### config.mk
export PLATFORM = sky130hd
export DESIGN_NAME = clk_div_prog_flat
export DESIGN_NICKNAME = d
export VERILOG_FILES = /design/src/rtl/clk_div_prog_pkg.sv /design/src/rtl/clk_div_prog_if.sv /design/src/rtl/clk_div_prog.sv /design/src/flat_wrapper.sv
export SDC_FILE = /design/constraint.sdc
export NUM_CORES = 1
export LEC_CHECK = 0
export CAP_MARGIN = 20
export CORE_AREA = 2 2 77 79
export CTS_CLUSTER_SIZE = 25
export DETAILED_ROUTE_END_ITERATION = 16
export DIE_AREA = 0 0 79 81
export GPL_TIMING_DRIVEN = 0
export SYNTH_ARGS = -nofsm -noshare
export SYNTH_HDL_FRONTEND = slang
export SYNTH_SLANG_ARGS = --single-unit
### constraint.sdc
create_clock -name clk -period 5.1 [get_ports clk]
set_input_delay 0.765 -clock clk [delete_from_list [all_inputs] [get_ports clk]]
set_output_delay 0.765 -clock clk [all_outputs]
set_load 0.01 [all_outputs]
### src/rtl/clk_div_prog_pkg.sv
// Shared constants and FSM encoding for the programmable clock-enable divider.
package clk_div_pkg;

  localparam logic MODE_PULSE  = 1'b0;
  localparam logic MODE_SQUARE = 1'b1;
  localparam int   MIN_DIV     = 2;

  typedef enum logic {
    S_RUN  = 1'b0,
    S_PEND = 1'b1
  } cfg_state_e;

endpackage

### src/rtl/clk_div_prog_if.sv
// Config handshake bundle: one-entry valid/ready port plus the clamp error strobe.
interface clk_div_prog_if #(
  parameter int WIDTH = 8
);
  logic             cfg_valid;
  logic             cfg_ready;
  logic [WIDTH-1:0] cfg_div;
  logic             cfg_mode;
  logic             cfg_err;

  modport master (output cfg_valid, output cfg_div, output cfg_mode,
                  input  cfg_ready, input  cfg_err);
  modport slave  (input  cfg_valid, input  cfg_div, input  cfg_mode,
                  output cfg_ready, output cfg_err);
endinterface

### src/rtl/clk_div_prog.sv
// Programmable divide-by-N clock enable with PULSE/SQUARE output; new config
// is parked in a shadow and swapped in only at a period boundary.
module clk_div_prog
  import clk_div_pkg::*;
#(
  parameter int   WIDTH        = 8,
  parameter int   DEFAULT_DIV  = 5,
  parameter logic DEFAULT_MODE = 1'b1
) (
  input  logic             clk,
  input  logic             reset,
  input  logic             en,
  clk_div_prog_if.slave    cfg,
  output logic             out,
  output logic             tick,
  output logic [WIDTH-1:0] count
);

  localparam logic [WIDTH-1:0] DEF_DIV = WIDTH'(DEFAULT_DIV);
  localparam logic [WIDTH-1:0] MIN_D   = WIDTH'(MIN_DIV);
  localparam logic [WIDTH-1:0] ONE     = WIDTH'(1);

  cfg_state_e       state_q, state_n;
  logic [WIDTH-1:0] div_q, div_s, div_s_n, div_n, cnt_n;
  logic             mode_q, mode_s, mode_s_n, mode_n;
  logic             err_q, err_n;
  logic             xfer, wrap, apply, out_n, tick_n;

  assign cfg.cfg_ready = (state_q == S_RUN);
  assign cfg.cfg_err   = err_q;
  assign xfer          = cfg.cfg_valid && cfg.cfg_ready;
  assign wrap          = en && (count == div_q - ONE);

  // A transfer landing on a wrap cycle is only captured here; it cannot
  // apply until the next wrap because apply requires S_PEND.
  always_comb begin
    state_n  = state_q;
    div_s_n  = div_s;
    mode_s_n = mode_s;
    err_n    = 1'b0;
    apply    = 1'b0;
    case (state_q)
      S_RUN: if (xfer) begin
        state_n  = S_PEND;
        div_s_n  = (cfg.cfg_div < MIN_D) ? MIN_D : cfg.cfg_div;
        mode_s_n = cfg.cfg_mode;
        err_n    = (cfg.cfg_div < MIN_D);
      end
      S_PEND: if (wrap) begin
        apply   = 1'b1;
        state_n = S_RUN;
      end
      default: state_n = S_RUN;
    endcase
  end

  // Outputs are computed from the post-edge count/divisor so they stay
  // aligned with count in the same cycle.
  always_comb begin
    div_n  = apply ? div_s  : div_q;
    mode_n = apply ? mode_s : mode_q;
    cnt_n  = count;
    if (en) cnt_n = wrap ? '0 : count + ONE;
    out_n  = 1'b0;
    if (mode_n == MODE_PULSE) out_n = (cnt_n == div_n - ONE);
    else                      out_n = (cnt_n < (div_n >> 1));
    tick_n = en && (cnt_n == div_n - ONE);
  end

  always_ff @(posedge clk) begin
    if (reset) begin
      state_q <= S_RUN;
      count   <= '0;
      div_q   <= DEF_DIV;
      mode_q  <= DEFAULT_MODE;
      div_s   <= DEF_DIV;
      mode_s  <= DEFAULT_MODE;
      out     <= (DEFAULT_MODE == MODE_SQUARE);
      tick    <= 1'b0;
      err_q   <= 1'b0;
    end else begin
      state_q <= state_n;
      count   <= cnt_n;
      div_q   <= div_n;
      mode_q  <= mode_n;
      div_s   <= div_s_n;
      mode_s  <= mode_s_n;
      out     <= out_n;
      tick    <= tick_n;
      err_q   <= err_n;
    end
  end

endmodule

### src/flat_wrapper.sv
// flat-port wrapper written by rule: the top's interface ports become plain ports
module clk_div_prog_flat import clk_div_pkg::*;
#(
  parameter int   WIDTH        = 8,
  parameter int   DEFAULT_DIV  = 5,
  parameter logic DEFAULT_MODE = 1'b1
)
  (clk, reset, en, out, tick, count, cfg_cfg_valid, cfg_cfg_div, cfg_cfg_mode, cfg_cfg_ready, cfg_cfg_err);
  clk_div_prog_if #(.WIDTH(WIDTH)) cfg_i ();
  input  logic clk;
  input  logic reset;
  input  logic en;
  output logic out;
  output logic tick;
  output logic [WIDTH-1:0] count;
  input wire logic [$bits(cfg_i.cfg_valid)-1:0] cfg_cfg_valid;
  input wire logic [$bits(cfg_i.cfg_div)-1:0] cfg_cfg_div;
  input wire logic [$bits(cfg_i.cfg_mode)-1:0] cfg_cfg_mode;
  output wire logic [$bits(cfg_i.cfg_ready)-1:0] cfg_cfg_ready;
  output wire logic [$bits(cfg_i.cfg_err)-1:0] cfg_cfg_err;
  assign cfg_i.cfg_valid = cfg_cfg_valid;
  assign cfg_i.cfg_div = cfg_cfg_div;
  assign cfg_i.cfg_mode = cfg_cfg_mode;
  assign cfg_cfg_ready = cfg_i.cfg_ready;
  assign cfg_cfg_err = cfg_i.cfg_err;
  clk_div_prog #(.WIDTH(WIDTH), .DEFAULT_DIV(DEFAULT_DIV), .DEFAULT_MODE(DEFAULT_MODE)) u_core (.clk(clk), .reset(reset), .en(en), .cfg(cfg_i), .out(out), .tick(tick), .count(count));
endmodule
==> metrics.md, run 1 <==
| Metric | Value |
|---|---|
| Met3 WL | `203 um` |
| Hold-fix buffers, CTS | `0` |
| Cell taking the most area after synthesis | `dfxtp_1` |
| Synthesized cell area | `approximately 2100 um^2` |
| Largest net degree at the start of global routing | `11` |
| Hpwl dp | `4220 um` |
| Max cap viols | `0` |
| Antenna violations before repair | `0` |
| Mapped Avg Cell Area | `8.11 um^2` |
| Hold Crit Class | `reg -> reg` |
| Asr flop ratio synth | `0%` |
| Net switching power | `between 100 and 150 uW` |
| Vias | `1996` |
| Leak | `~0.00097 uW` |
| Routed wire length | `5440 um` |
| Endpoint type of the worst setup path | `register` |
| Placed instance area | `2470 um^2` |
| Met1 WL | `2770 um` |
| Critical Path AT | `4.83 ns` |
| TritonCTS buffer count | `5` |
| Routed wl met2 | `2380 um` |
| Post-route DRC | `0` |
| Count of cell types in the netlist | `~60` |
| Post-route ant nets | `0` |
| CP max FO | `10` |
| Fmax | `0.215 GHz` |
| Worst path bufs/invs | `3` |
| PortBufs | `23` |
| CP dominant cell by count | `o2111a_1` |
| Slew margin rel. | `50.3%` |
| Initial DRC Count | `71` |
| Status | `completed` |
| Syn Nets | `286` |
| Area Overhead vs Synth | `19.6%` |
| Vias/cell | `5.39` |
| CP Data Required Time | `5.28 ns` |
| Num rows | `28` |
| Reg power frac | `48.7%` |
| Combinational power share | `12.0%` |
| RD Place Congestion | `0.857` |
| Critical path class | `reg -> reg` |
| Setup TNS | `0 ns` |
| Total track usage | `a little under a fifth` |
| Total power | `514 uW` |
| Seq cells post-synth | `30` |
| Final Cycle Share | `between 90% and 100%` |
| Pwr/cell area | `201 nW/um^2` |
| DR top layer | `met4` |
| Clock sink count | `30` |
| Worst-path cell chain | `buf_6 -> or4_4 -> or3_4 -> a2111oi_4 -> o2111a_1 -> buf_4 -> buf_2 -> mux2i_1 -> ha_1 -> xor2_1 -> a2111oi_1 -> o2111a_1 -> a311o_1 -> a211oi_1 -> a21oi_1 -> o21ai_1 -> o31ai_1` |
| Startpoint types | `register` |
| N_diodes | `0` |
| Seq/Total Area, Yosys | `28.0%` |
| Final Hold Viols | `0` |
| Pint | `380 uW` |
| CP max-delay cell | `or4_4` |
| Die Width | `79 um` |
| Root Buffer | `clkbuf_8` |
| Die Y | `81 um` |
| Final Util | `45.1%` |
| Clock period minus worst slack | `4.65 ns` |
| I/O pin total | `25` |
| DIE AREA | `6400 um^2` |
| Hold_ws | `between 0.4 and 0.5 ns` |
| Final setup fails | `0` |
| Most used DFF post-synth | `dfxtp_1` |
| H-tree depth | `2` |
| Finished Cell Area | `2560 um^2` |
| Layout Nets | `316` |
| Top cells by area, synth | `dfxtp_1 (28%), ha_1 (5.3%), nor2_1 (4.9%), nand2_1 (4.6%), xor2_1 (4.1%)` |
| CTS max path bufs | `2` |
| Slowest Stage Delay on Critical Path | `~0.52 ns` |
| Switching portion of total power | `26.1%` |
| Layout cells sized above 1 | `a little under a tenth` |
| TritonRoute pass-1 iters | `4` |
| Cells after synthesis | `about 260` |
| Worst Skew | `0.00423 ns` |
| RSZ-0062 raised after global routing | `no` |
| Clock-pin slew on the worst setup and hold paths | `0.07 ns` |
| Pins Over Slew Limit | `0` |
| Initial core utilization | `roughly 38%` |
| Filler cells | `602` |
| Cell family contributing the most delay on the critical path | `compound AO/OA/AOI/OAI gates` |
| Worst IR Drop VDD | `153 uV` |
| Clk pwr share | `39.2%` |
| Core footprint | `between 5000 and 6000 um^2` |
| EDFF count, synth | `0` |
| Count leader, synth | `dfxtp_1` |
| Most frequent cells after synthesis | `dfxtp_1 (30), nor2_1 (28), nand2_1 (26), a21oi_1 (16), nor2b_1 (13)` |
| Wire length of the first global-routing pass | `around 9000 um` |
| Global route overflow | `0` |
| Worst-Skew Late Latency | `approximately 0.28 ns` |
| Routed len/inst | `14.7 um` |
| Warnings, synthesis | `0` |
| Worst slew pin tran | `~0.74 ns` |
| CTS tree | `done` |
| Post-synth top area share | `28.0%` |
| Vias in the first global route | `around 1900` |
==> metal layers <==
layer	vias up	global-route usage, %
met3	11	2.89
met5	-	0
met4	0	6.03
met2	46	29.2
met1	920	24.6
li1	1019	-
==> layout by cell type (no fill, tap or decap), drive strengths merged, types with 3 or more instances in the layout <==
cell	n
nor2b	13
a31oi	4
clkdlybuf4s50	23
mux2i	7
ha	9
mux2	5
nor2	28
xnor2	8
nor3	11
o2111a	4
nand3	6
or3	4
a211oi	6
nand4	4
buf	6
nand2	26
dfxtp	30
a21oi	17
o21ai	5
clkbuf	13
inv	11
nand2b	4
nand3b	3
xor2	10
==> registers in the layout (all words and copies together) (netlist names) <==
| name | flops |
|---|---|
| u_core.state_q | 1 |
| u_core.div_s | 8 |
| u_core.cfg.cfg_err | 1 |
| u_core.count | 8 |
| u_core.mode_q | 1 |
| u_core.div_q | 8 |
| u_core.out | 1 |
| u_core.tick | 1 |
| u_core.mode_s | 1 |
==> power groups by stage <==
stage                     Clock (uW)  Combinational, uW  Sequential (uW)
after floorplan                    0               36.9              254
after global placement             0               61.8              255
after detailed placement           0               61.9              256
after CTS                        204               62.1              250
after global routing             215               68.6              252
final                            202               61.8              251
==> through the flow <==
stage	std cells	worst slack [ns]
global route	370	0.0407
finish	370	0.448
CTS	370	0.422
detailed placement	362	0.415
floorplan	264	0.968
global placement	362	0.379
==> worst paths after layout <==
| kind | slack [ns] | end | cells past startpoint | startpoint |
|---|---|---|---|---|
| worst min-delay path | 0.48 | u_core.div_s[7] | 2 | u_core.div_s[7] |
| worst max-delay path | 0.45 | u_core.out | 17 | u_core.div_q[0] |
| worst max register to register | 0.45 | u_core.out | 17 | u_core.div_q[0] |
| worst min register to register | 0.48 | u_core.div_s[7] | 2 | u_core.div_s[7] |
==> tightest hold or removal path: stages, from the launching register on <==
cell     delay [ns]
dfxtp_1        0.33
nand2_1        0.06
a21oi_1        0.05
==> repair_timing <==
| item | 4_1_cts | 5_1_grt |
|---|---|---|
| setup endpoints to repair | 0 | 2 |
| setup buffers | 0 | 0 |
| gates resized for setup | 0 | 1 |
==> final cells by class <==
class | instances | area [um^2] | area share (%)
sequential | 30 | 601 | 23.4
clock inverter | 2 | 12.5 | 0.488
buffer | 13 | 65.1 | 2.54
multi-input combinational | 210 | 1440 | 56.1
timing repair buffer | 23 | 230 | 8.98
inverter | 11 | 41.3 | 1.61
clock buffer | 6 | 82.6 | 3.22
tap | 75 | 93.8 | 3.66
==> cell families after synthesis <==
logic type	Yosys count	share of synthesized area (%)
simple gates	111	26.5
fa+ha+maj	9	5.26
mux	12	5.90
xor+xnor	18	7.36
compound gates	60	22.0
flops	30	28.0
buf+inv	24	4.97
Note: power is estimated with default switching activity, not from simulation.
==> run 2, diff against run 1 <==
==> constraint.sdc (replaced) <==
create_clock -name clk -period 5.1 [get_ports clk]
set_input_delay 0.765 -clock clk [delete_from_list [all_inputs] [get_ports clk]]
set_output_delay 0.765 -clock clk [all_outputs]
set_load 0.1 [all_outputs]
==> results of run 2 <==
Same layout as run 1 (identical final DEF). Status: completed.
Main changes from that run: total power 514 uW -> 531 uW; worst IR drop on VDD 153 uV -> 155 uV
==> run 3, diff against run 2 <==
--- a/config.mk
+++ b/config.mk
@@ -7,7 +7,6 @@
 export LEC_CHECK = 0
 export CAP_MARGIN = 20
 export CORE_AREA = 2 2 77 79
-export CTS_CLUSTER_SIZE = 25
 export DETAILED_ROUTE_END_ITERATION = 16
 export DIE_AREA = 0 0 79 81
 export GPL_TIMING_DRIVEN = 0
==> results of run 3 <==
Same layout as run 1 (identical final DEF). Status: completed.
Main changes from that run: total power 514 uW -> 531 uW; worst IR drop on VDD 153 uV -> 155 uV
